`config.mk`:
```
export PLATFORM = sky130hd
export DESIGN_NAME = gate_mac_flat
export DESIGN_NICKNAME = d
export VERILOG_FILES = /design/src/rtl/gate_mac_if.sv /design/src/rtl/gate_mac.sv /design/src/flat_wrapper.sv
export SDC_FILE = /design/constraint.sdc
export NUM_CORES = 2
export LEC_CHECK = 0
export ABC_AREA = 0
export BUFFER_PORTS_ARGS = -buffer_cell sky130_fd_sc_hd__buf_2
export CORE_ASPECT_RATIO = 2
export CORE_UTILIZATION = 62
export DETAILED_ROUTE_END_ITERATION = 8
export GPL_TIMING_DRIVEN = 0
export PLACE_DENSITY = 0.86
export SLEW_MARGIN = 20
export SYNTH_ARGS = -nofsm -noshare
export SYNTH_HDL_FRONTEND = slang
export SYNTH_SLANG_ARGS = --single-unit
```
`constraint.sdc`:
```
create_clock -name clk -period 13.6 [get_ports clk]
set_input_delay 2.72 -clock clk [delete_from_list [all_inputs] [get_ports clk]]
set_output_delay 2.72 -clock clk [all_outputs]
set_load 0.02 [all_outputs]
```
`src/rtl/gate_mac_if.sv`:
```
// Handshake bundle between a gate_mac and its feeder: dot-product operands in,
// saturated Q8.16 pre-activation out.
interface gate_mac_if #(
    parameter int unsigned WIDTH = 24
);
    logic             i_start;
    logic [WIDTH-1:0] i_b;
    logic             i_valid;
    logic [WIDTH-1:0] i_x;
    logic [WIDTH-1:0] i_w;
    logic             o_busy;
    logic             o_valid;
    logic [WIDTH-1:0] o_data;

    modport master (
        output i_start, i_b, i_valid, i_x, i_w,
        input  o_busy, o_valid, o_data
    );

    modport slave (
        input  i_start, i_b, i_valid, i_x, i_w,
        output o_busy, o_valid, o_data
    );
endinterface

```
`src/rtl/gate_mac.sv`:
```
// Sequential fixed-point MAC for one LSTM gate: y = sum(w_k * x_k) + b,
// saturated once to WIDTH bits.
module gate_mac #(
    parameter int unsigned WIDTH = 24,
    parameter int unsigned FRAC  = 16,
    parameter int unsigned N     = 4
) (
    input logic         clk,
    input logic         rst,
    gate_mac_if.slave   bus
);
    localparam int unsigned AccW = 2 * WIDTH;
    localparam int unsigned CntW = (N > 1) ? $clog2(N) : 1;
    localparam logic [CntW-1:0] CntLast = CntW'(N - 1);
    localparam logic signed [AccW-1:0] SatMax = {{(WIDTH + 1){1'b0}}, {(WIDTH - 1){1'b1}}};
    localparam logic signed [AccW-1:0] SatMin = {{(WIDTH + 1){1'b1}}, {(WIDTH - 1){1'b0}}};

    typedef enum logic [1:0] {StIdle, StAcc, StBias} state_e;

    state_e                  state_q, state_d;
    logic signed [AccW-1:0]  acc_q, acc_d;
    logic [CntW-1:0]         cnt_q, cnt_d;
    logic [WIDTH-1:0]        bias_q, bias_d;
    logic [WIDTH-1:0]        data_q, data_d;
    logic                    valid_q, valid_d;

    logic signed [AccW-1:0]  prod;
    logic signed [AccW-1:0]  prod_sh;
    logic signed [AccW-1:0]  sum;

    // Full-width signed product, rescaled with floor rounding.
    assign prod    = $signed(bus.i_x) * $signed(bus.i_w);
    assign prod_sh = prod >>> FRAC;
    assign sum     = acc_q + $signed({{WIDTH{bias_q[WIDTH-1]}}, bias_q});

    always_comb begin
        state_d = state_q;
        acc_d   = acc_q;
        cnt_d   = cnt_q;
        bias_d  = bias_q;
        data_d  = data_q;
        valid_d = 1'b0;
        unique case (state_q)
            StIdle: begin
                if (bus.i_start) begin
                    state_d = StAcc;
                    acc_d   = '0;
                    cnt_d   = '0;
                    bias_d  = bus.i_b;
                end
            end
            StAcc: begin
                if (bus.i_valid) begin
                    acc_d = acc_q + prod_sh;
                    cnt_d = cnt_q + CntW'(1);
                    if (cnt_q == CntLast) begin
                        state_d = StBias;
                    end
                end
            end
            StBias: begin
                if (sum > SatMax) begin
                    data_d = {1'b0, {(WIDTH - 1){1'b1}}};
                end else if (sum < SatMin) begin
                    data_d = {1'b1, {(WIDTH - 1){1'b0}}};
                end else begin
                    data_d = sum[WIDTH-1:0];
                end
                valid_d = 1'b1;
                state_d = StIdle;
            end
            default: state_d = StIdle;
        endcase
    end

    always_ff @(posedge clk) begin
        if (!rst) begin
            state_q <= StIdle;
            acc_q   <= '0;
            cnt_q   <= '0;
            bias_q  <= '0;
            data_q  <= '0;
            valid_q <= 1'b0;
        end else begin
            state_q <= state_d;
            acc_q   <= acc_d;
            cnt_q   <= cnt_d;
            bias_q  <= bias_d;
            data_q  <= data_d;
            valid_q <= valid_d;
        end
    end

    assign bus.o_busy  = (state_q != StIdle);
    assign bus.o_valid = valid_q;
    assign bus.o_data  = data_q;
endmodule

```
`src/flat_wrapper.sv`:
```
// flat-port wrapper written by rule: the top's interface ports become plain ports
module gate_mac_flat 
#(
    parameter int unsigned WIDTH = 24,
    parameter int unsigned FRAC  = 16,
    parameter int unsigned N     = 4
)
  (clk, rst, bus_i_start, bus_i_b, bus_i_valid, bus_i_x, bus_i_w, bus_o_busy, bus_o_valid, bus_o_data);
  gate_mac_if #(.WIDTH(WIDTH)) bus_i ();
  input logic clk;
  input logic rst;
  input wire logic [$bits(bus_i.i_start)-1:0] bus_i_start;
  input wire logic [$bits(bus_i.i_b)-1:0] bus_i_b;
  input wire logic [$bits(bus_i.i_valid)-1:0] bus_i_valid;
  input wire logic [$bits(bus_i.i_x)-1:0] bus_i_x;
  input wire logic [$bits(bus_i.i_w)-1:0] bus_i_w;
  output wire logic [$bits(bus_i.o_busy)-1:0] bus_o_busy;
  output wire logic [$bits(bus_i.o_valid)-1:0] bus_o_valid;
  output wire logic [$bits(bus_i.o_data)-1:0] bus_o_data;
  assign bus_i.i_start = bus_i_start;
  assign bus_i.i_b = bus_i_b;
  assign bus_i.i_valid = bus_i_valid;
  assign bus_i.i_x = bus_i_x;
  assign bus_i.i_w = bus_i_w;
  assign bus_o_busy = bus_i.o_busy;
  assign bus_o_valid = bus_i.o_valid;
  assign bus_o_data = bus_i.o_data;
  gate_mac #(.WIDTH(WIDTH), .FRAC(FRAC), .N(N)) u_core (.clk(clk), .rst(rst), .bus(bus_i));
endmodule
```
==> flow_metrics.tcl <==
set metrics [dict create \
    status "finished, final reports clean" \
    hold_depth 2 \
    layout-drive-gt1-share 0.06868 \
    placed_cells 4073 \
    synth_cell_type_count 75 \
    cts.path.max_buffers 2 \
    fin_crit_sh 0.9787 \
    max-slew-margin-rel 0.3402 \
    grt_use_total 0.4584 \
    io-pin-count 102 \
    die_w_um 156.0 \
    regToRegStartpoint "u_core.bias_q[0]" \
    floorplan.initialDensity 0.6286 \
    wl_um 102100 \
    crit_required_ns 13.92 \
    insertion_delay_ns 0.39 \
    slowest_delay_ns 0.94 \
    synthArstFlopShare 0 \
    crit_path_start "bus_i_w[16]" \
    yosysWarnings 0 \
    path_max_fanout 10 \
    ys_seq_area_frac 0.06873 \
    overflow 0 \
    endpoint_kind "register" \
    setup_tns_ns 0 \
    fin_ws_ns 0.2903 \
    worst_pin_slew_ns 0.9897 \
    fin_nets 4386 \
    synth_top_area_share 0.4137 \
    maxSlewViolCount 0 \
    final_hold_viol_count 0 \
    drtIter0Drc 1810 \
    dpl_cell_area_um2 30720 \
    drt_first_pass_iters 9 \
    crit_top_cell "fa_1" \
    synth.avg_cell_area_um2 8.795 \
    fin_worst_skew_ns 0.01630 \
    syn-cell-area_um2 29420 \
    synth_area_leader_cell "fa_1" \
    grt_max_degree 27 \
    cp_data_arrival_time_ns 13.63 \
    cp-start-kind "input port" \
    cts_tree "yes" \
    fin_cells 4121 \
    dominantRegCellSynth "dfxtp_1" \
    viasPerCell 6.059 \
    ys_ff_latch 101 \
    worstSetupPathType "input port to register" \
    die_y_um 310.1 \
    drc 0 \
    num_rows 112 \
    gp_congestion 1.095 \
    regArea_um2 2023 \
    cts_max_level 3 \
    fillers 3900 \
    cap_viol_max_count 0 \
    via_count 24970 \
    clock.fmax_mhz 75.13 \
    post_drt_wl_per_cell_um 24.79 \
    cts_inserted_buffers 9 \
    worstHoldStart "u_core.bias_q[3]" \
    synth_area_leaders "fa_1 41%, ha_1 9.7%, inv_1 7.9%, dfxtp_1 6.9%, and2_1 5.9%" \
    netlist_instances 3345 \
    hp-class "register to register" \
    syn_nets 4256 \
    critPathSlowestCell "fa_1" \
    dp_hpwl_um 83700 \
    clkSlewWorstSetupHoldPaths_ns 0.09 \
    reg2regPathDepth 16 \
    antenna_found_initial 12 \
    synth_edf_count 0 \
    hold_buffers 0 \
    design_area_um2 31400 \
    setup_violations 0 \
    dieArea_um2 48380 \
    cts.sinks 101 \
    core-area_um2 46800 \
    finalCriticalPeriod_ns 13.31 \
    grt_pass1_wl_um 161000 \
    numPortBuffers 100 \
    ant_nets 0 \
    multi_input_area_um2 24560 \
    root_buffer "clkbuf_16" \
    area_growth_syn_to_layout_pct 6.720 \
    dpl_worst_slack_ns -1.159 \
    grt_pass1_vias 27380 \
]
==> layout by cell type (no fill, tap or decap), types with 26 or more instances in the layout <==
cell type  count
nand3_1       32
o21ai_0       77
a22oi_1       38
a21o_1        64
and2_1       276
fa_1         605
ha_1         227
clkbuf_2      26
nand2_1      414
a21oi_1      126
xor2_1        35
nor2_1       120
xnor2_1       76
nor2b_1       56
a21boi_0      29
dfxtp_1      100
buf_2        109
inv_1        620
clkbuf_1      99
==> state kept, by name, indices dropped and copies added, names as in the netlist <==
signal / count
u_core.acc_q: 48
u_core.bias_q: 24
u_core.bus.o_data: 24
u_core.cnt_q: 2
u_core.state_q: 2
u_core.bus.o_valid: 1
==> cell type report <==
type                       instances  area share
antenna                           14    0.001116
buffer                           149     0.02068
clock buffer                       9    0.007173
clock inverter                     7    0.003308
inverter                         623     0.07484
multi-input combinational       2470      0.7823
sequential                       101     0.06444
tap                              627     0.02499
timing repair buffer             121     0.02116
==> stage by stage <==
stage | utilization | hold WS, ns
after floorplan | - | 0.4478
after global placement | 0.6560 | 0.4621
after detailed placement | 0.6564 | 0.4658
after CTS | 0.6648 | 0.4799
after global routing | 0.6702 | 0.5142
final | 0.6708 | 0.4811
==> cell usage after synthesis (7+ instances only) <==
cell      count
nor3_1       22
nand2_1     414
dfxtp_1     101
a21o_1       64
clkbuf_1    136
nor4_1        7
a21oi_2      19
inv_1       622
a31oi_1       8
nand2b_1     14
o21ai_0      78
nor2b_1      56
o21a_1       20
xnor2_1      77
nor2_1      120
ha_1        227
a21boi_0     29
nand4_1      22
and3_1       12
and2_1      276
buf_1         7
or3_1        13
fa_1        608
a211oi_1     19
nand3_1      32
a22oi_1      38
xor2_1       35
o211ai_1     10
a21oi_1     126
o21bai_1     21
o31ai_1       7
==> cells by family (layout without fill, tap and decap cells) <==
group	after synthesis	in the layout	share of synthesized area
simple gates	1017	1017	0.1704
fa+ha+maj	835	835	0.5103
buf+inv	774	909	0.09990
compound gates	502	502	0.1160
xor+xnor	112	112	0.03334
flops	101	101	0.06873
mux	4	4	0.001361
other cells	0	14	0
==> per-layer routing <==
layer / share of wire / GRT usage
met4: 0.15 / 0.5139
met2: 0.49 / 0.7605
met5: 0.00045 / 0.004141
met1: 0.27 / 0.3981
met3: 0.091 / 0.1703
==> worst max-delay path: cells and delay by family <==
family / cells / cell delay (ns)
and+or+nand+nor: 12 / 2.20
AOI/OAI and AO/OA: 11 / 2.78
adders and majority gates: 9 / 4.71
buffers and inverters: 6 / 1.12
xor gates and xnor gates: 1 / 0.08
==> final timing paths <==
check / slack (ns) / endpoint
worst max-delay path: 0.29 / u_core.acc_q[47]
worst min-delay path: 0.48 / u_core.bias_q[3]
worst max register to register: 8.45 / u_core.bus.o_data[21]
worst min register to register: 0.48 / u_core.bias_q[3]
==> timing repair <==
item | 4_1_cts | 5_1_grt
setup buffers | 0 | 20
pin swaps | 0 | 3
endpoints found under the setup margin | 9 | 13
gates resized for setup | 27 | 72
Power is not shown: default switching activity piles up to over one toggle a cycle in this logic, so the estimate is an artifact.
